[src/rtl/parking_core_n.sv]
// parking_core_n: parametrised parking-lot controller.
// Tracks SLOTS spaces with per-slot mm:ss parking timers, opens a timed
// door window on every accepted entry/exit and reports the parked duration
// of each accepted exit.
//
// Handshake: entry_req/exit_req are single-cycle request pulses with no
// back-pressure. Each is either accepted or rejected in the cycle it is
// seen. The outcome appears exactly one clock later: spots/door_open
// change, exit_valid pulses for an accepted exit, and err pulses once if
// anything in that cycle was rejected.
module parking_core_n #(
  parameter int SLOTS     = 4,
  parameter int SLOT_W    = 2,
  parameter int DOOR_SECS = 3
) (
  input  logic              clk,
  input  logic              reset,
  input  logic              sec_tick,
  input  logic              entry_req,
  input  logic              exit_req,
  input  logic [SLOT_W-1:0] exit_slot,
  output logic [SLOTS-1:0]  spots,
  output logic [SLOT_W:0]   capacity,
  output logic [SLOT_W-1:0] location,
  output logic              is_full,
  output logic              door_open,
  output logic              exit_valid,
  output logic [5:0]        exit_minutes,
  output logic [5:0]        exit_seconds,
  output logic              err,
  output logic              dbg_state
);

  typedef enum logic {IDLE = 1'b0, DOOR = 1'b1} state_e;

  state_e            state_q;
  logic [3:0]        door_cnt_q;
  logic [SLOTS-1:0]  spots_q;
  logic [SLOTS-1:0]  spots_d;
  logic [5:0]        min_q [SLOTS];
  logic [5:0]        sec_q [SLOTS];
  logic              exit_valid_q;
  logic [5:0]        exit_min_q;
  logic [5:0]        exit_sec_q;
  logic              err_q;

  logic [SLOT_W:0]   free_cnt;
  logic [SLOT_W-1:0] free_loc;
  logic              free_found;
  logic              full_w;
  logic              exit_hit;
  logic [5:0]        exit_m;
  logic [5:0]        exit_s;
  logic              exit_ok;
  logic              entry_ok;
  logic              err_d;

  // Free-slot count and lowest-index free slot from the registered bitmap.
  always_comb begin
    free_cnt   = '0;
    free_loc   = '0;
    free_found = 1'b0;
    for (int i = 0; i < SLOTS; i++) begin
      if (!spots_q[i]) begin
        free_cnt = free_cnt + (SLOT_W+1)'(1);
        if (!free_found) begin
          free_loc   = SLOT_W'(i);
          free_found = 1'b1;
        end
      end
    end
  end

  assign full_w = (free_cnt == '0);

  // Occupancy and timer of the slot named by exit_slot; out-of-range is empty.
  always_comb begin
    exit_hit = 1'b0;
    exit_m   = '0;
    exit_s   = '0;
    for (int i = 0; i < SLOTS; i++) begin
      if (exit_slot == SLOT_W'(i)) begin
        exit_hit = spots_q[i];
        exit_m   = min_q[i];
        exit_s   = sec_q[i];
      end
    end
  end

  // Request arbitration: exit has priority, only IDLE accepts anything.
  always_comb begin
    exit_ok  = (state_q == IDLE) && exit_req && exit_hit;
    entry_ok = (state_q == IDLE) && entry_req && !exit_ok && !full_w;
    err_d    = (exit_req && !exit_ok) || (entry_req && !entry_ok);
    spots_d  = spots_q;
    for (int i = 0; i < SLOTS; i++) begin
      if (entry_ok && (free_loc == SLOT_W'(i))) spots_d[i] = 1'b1;
      if (exit_ok && (exit_slot == SLOT_W'(i))) spots_d[i] = 1'b0;
    end
  end

  // Door FSM: countdown of sec_tick pulses while the door window is open.
  always_ff @(posedge clk or negedge reset) begin
    if (!reset) begin
      state_q    <= IDLE;
      door_cnt_q <= '0;
    end else begin
      case (state_q)
        IDLE: begin
          if (exit_ok || entry_ok) begin
            state_q    <= DOOR;
            door_cnt_q <= 4'(DOOR_SECS);
          end
        end
        DOOR: begin
          if (sec_tick) begin
            door_cnt_q <= door_cnt_q - 4'd1;
            if (door_cnt_q <= 4'd1) state_q <= IDLE;
          end
        end
        default: state_q <= IDLE;
      endcase
    end
  end

  // Occupancy, exit report and error pulse registers.
  always_ff @(posedge clk or negedge reset) begin
    if (!reset) begin
      spots_q      <= '0;
      exit_valid_q <= 1'b0;
      exit_min_q   <= '0;
      exit_sec_q   <= '0;
      err_q        <= 1'b0;
    end else begin
      spots_q      <= spots_d;
      exit_valid_q <= exit_ok;
      err_q        <= err_d;
      if (exit_ok) begin
        exit_min_q <= exit_m;
        exit_sec_q <= exit_s;
      end
    end
  end

  // Per-slot mm:ss timers: cleared on entry/exit, count while occupied, saturate at 59:59.
  always_ff @(posedge clk or negedge reset) begin
    if (!reset) begin
      for (int i = 0; i < SLOTS; i++) begin
        min_q[i] <= '0;
        sec_q[i] <= '0;
      end
    end else begin
      for (int i = 0; i < SLOTS; i++) begin
        if ((entry_ok && (free_loc == SLOT_W'(i))) ||
            (exit_ok && (exit_slot == SLOT_W'(i)))) begin
          min_q[i] <= '0;
          sec_q[i] <= '0;
        end else if (sec_tick && spots_q[i]) begin
          if (sec_q[i] == 6'd59) begin
            if (min_q[i] != 6'd59) begin
              min_q[i] <= min_q[i] + 6'd1;
              sec_q[i] <= '0;
            end
          end else begin
            sec_q[i] <= sec_q[i] + 6'd1;
          end
        end
      end
    end
  end

  assign spots        = spots_q;
  assign capacity     = free_cnt;
  assign location     = free_loc;
  assign is_full      = full_w;
  assign door_open    = (state_q == DOOR);
  assign exit_valid   = exit_valid_q;
  assign exit_minutes = exit_min_q;
  assign exit_seconds = exit_sec_q;
  assign err          = err_q;
  assign dbg_state    = state_q;

endmodule

[config.mk]
export PLATFORM = sky130hd
export DESIGN_NAME = parking_core_n
export DESIGN_NICKNAME = d
export VERILOG_FILES = /design/src/rtl/parking_core_n.sv
export SDC_FILE = /design/constraint.sdc
export NUM_CORES = 1
export LEC_CHECK = 0
export ABC_CLOCK_PERIOD_IN_PS = 2800
export BUFFER_PORTS_ARGS = -buffer_cell sky130_fd_sc_hd__buf_4
export CORE_MARGIN = 8
export CORE_UTILIZATION = 55
export CTS_BUF_LIST = sky130_fd_sc_hd__clkbuf_8
export DETAILED_ROUTE_END_ITERATION = 8
export GPL_TIMING_DRIVEN = 1
export PLACE_DENSITY = 0.77
export SLEW_MARGIN = 30
export SYNTH_ARGS = -nofsm -noshare
export SYNTH_HDL_FRONTEND = slang
export SYNTH_SLANG_ARGS = --single-unit
[constraint.sdc]
create_clock -name clk -period 2.8 [get_ports clk]
set_clock_uncertainty 0.2 [all_clocks]
set_input_delay 0.14 -clock clk [delete_from_list [all_inputs] [get_ports clk]]
set_output_delay 0.14 -clock clk [all_outputs]
set_load 0.01 [all_outputs]
==> results.toml <==
[worst_hold_path]
min_path_type = "input port to register"

[floorplan]
coreArea_sq_um = 8220
num_rows = 33
die_w_um = 108
die_area_sq_um = 11700
pin_count = 33
start_util = 0.567
die_y_um = 108

[placement]
port_buffers = 32
hpwl_um = 8110
dpl_cell_area_sq_um = 5090
routabilityCongestion = 0.920

[pwr]
p_comb_frac = 0.515
netSwitchingPower_uw = 2360
power.leakage_uw = 0.00230
peakVddDrop_mv = 0.885
p_seq_frac = 0.309
p_sw_frac = 0.415
intPower_uw = 3320
power_density_nw_per_um2 = 1040
clockPowerShare = 0.176

[synth]
avgSynthCellArea_sq_um = 10.4
ys_top_cells_by_count = "71 x dfrtp_1, 52 x a211oi_1, 28 x nand2_1, 19 x clkbuf_1, 18 x xnor2_1"
ys_warn_count = 0
syn-cell-area_sq_um = 4660
async_flop_share = 1.00
synth.distinct_cells = 52
synth-main-ff-cell = "dfrtp_1"
seq_area_frac_synth = 0.382
syn_inst = 446
synth_area_leader_cell = "dfrtp_1"
ys_ff_latch = 71
synth.most_common_cell = "dfrtp_1"
synthTopCellsByArea = "dfrtp_1 38%, a211oi_1 8.4%, mux4_2 6.8%"
yosys.area.top_type_share = 0.382
syn_nets = 468
synth_edf_count = 0

[clocking]
htreeDepth = 3
cts_tree = "built"
cts_buffers = 9
clk_pin_slew_ps = 90
worstSkewPairLatency_ps = 370
ctsLongestPathBuffers = 2
clock_sinks = 71
cts_root_buffer = "clkbuf_8"

[worst_setup_path]
arrival_ps = 2840
worstSetupPathType = "register to register"
required_ps = 2820
crit_path_end_kind = "register"
crit_fanout = 7
cp-start-kind = "register"

[sta]
slew_headroom = 0.570
drv_slew = 0
final-hold-violation-count = 0
setup_violations = 8
layout_setup_ws_ps = -18.7
grt_setup_unrepaired = "yes"
final.period_utilization = 1.01
tns_ps = -83.2
max_freq_ghz = 0.355
tightest_slew_ps = 645
period_minus_slack_ps = 2820

[final_layout]
regArea_sq_um = 1780
multi_input_area_sq_um = 2770
layout.nets = 507
fin_area_sq_um = 5470
areaGrowthSynthToFinish_pct = 17.6
drive_gt1_frac = 0.251
n_antenna_cell = 0
nFillCells = 603

[detailed_routing]
num_vias = 3880
ant_nets = 0
first_iter_violations = 286
wire_per_inst_um = 20.1
vias_per_cell = 6.52
drc_errors = 0
drtPass1Iterations = 5
totalWireLength_um = 12000

[run_status]
violations = "negative setup slack"
status = "finished with violations"

[global_routing]
grt_max_degree = 72
antenna_found_initial = 0
grt_usage = 0.205
grt_pass1_wl_um = 19100
overflow = 0
grt_pass1_vias = 3749

[job]
cap_violations = 0
[per-layer routing]
| metal | GRT usage | wire [um] |
|---|---|---|
| met5 | 0 | 0 |
| met4 | 0.0595 | 167 |
| met3 | 0.0553 | 691 |
| met2 | 0.326 | 5980 |
| met1 | 0.268 | 5140 |
[final cells by class]
class / count / area share
Inverter: 14 / 0.0105
Sequential cell: 71 / 0.325
Clock buffer: 9 / 0.0226
Tap cell: 105 / 0.0240
Clock inverter: 7 / 0.0206
Multi-Input combinational cell: 331 / 0.506
Timing Repair Buffer: 58 / 0.0907
[per-stage QoR]
| step | hold WS, ps | total power (uW) | setup WS [ps] | util | instances |
|---|---|---|---|---|---|
| 4_1_cts | 77.8 | 5410 | 6.00 | 0.653 | 588 |
| 2_1_floorplan | -356 | 3490 | -11.5 | - | 446 |
| 6_report | 89.6 | 5680 | -18.7 | 0.666 | 595 |
| 5_1_grt | 128 | 6040 | -80.5 | 0.666 | 595 |
| 3_5_place_dp | 121 | 4360 | 34.6 | 0.619 | 569 |
| 3_3_place_gp | 114 | 4260 | 108 | 0.619 | 569 |
[path summary, 6_finish.rpt]
check | cells past startpoint | endpoint | slack, ps | startpoint
max reg2reg | 10 | sec_q[14] | -20 | spots[1]
min in group asynchronous | 2 | sec_q[17] | 160 | reset
max in group asynchronous | 2 | spots[0] | 1780 | reset
min | 4 | dbg_state | 90 | sec_tick
max | 10 | sec_q[14] | -20 | spots[1]
min reg2reg | 1 | exit_minutes[3] | 310 | exit_minutes[3]
[worst max-delay path: stages (launching register included)]
cell	delay, ps
dfrtp_2	450
inv_4	80
ha_4	220
xnor2_4	200
ha_4	170
nor2b_1	50
mux4_2	560
a221oi_4	330
buf_4	190
clkbuf_16	160
a211oi_1	70
[cell families (layout without fill, tap and decap cells)]
logic type | after synthesis | in the layout | synth area share
xor gates and xnor gates | 21 | 21 | 0.0395
adders and majority gates | 15 | 15 | 0.0403
AOI/OAI and AO/OA | 114 | 114 | 0.192
and+or+nand+nor | 140 | 140 | 0.174
DFF | 71 | 71 | 0.382
muxes | 41 | 41 | 0.130
buffers and inverters | 44 | 88 | 0.0425
[sequential cells by signal, indices dropped and copies added, names as in the netlist]
register,count
dbg_state,1
door_cnt_q,4
err,1
exit_minutes,6
exit_seconds,6
exit_valid,1
min_q,24
sec_q,24
spots,4
[placed cells by master, fill, tap and decap left out, drive strengths merged, types with 7 or more instances in the layout]
cell	count
buf	54
nor2	8
and2	13
nor3	11
ha	15
mux2i	10
clkbuf	10
a211oi	52
and3	13
nand3	17
nor2b	8
nor4	7
a21oi	16
mux4	14
mux2	17
xnor2	18
inv	15
nand2	28
dfrtp	71
[what timing repair did]
| item | CTS | global route |
|---|---|---|
| hold endpoints to repair | 72 | 0 |
| setup endpoints to repair | 1 | 53 |
| pin swaps | 1 | 3 |
| gates resized for setup | 2 | 7 |
| cloned | 0 | 2 |
| hold buffers | 3 | 0 |
| setup buffers | 0 | 5 |
[power groups by stage]
stage,clock network (uW),logic [uW],registers (uW)
6_report,999,2920,1750
5_1_grt,1060,3180,1800
4_1_cts,1010,2670,1730
3_5_place_dp,0,2620,1740
3_3_place_gp,0,2540,1720
2_1_floorplan,0,1870,1610
(Power assumes the default switching activity.)
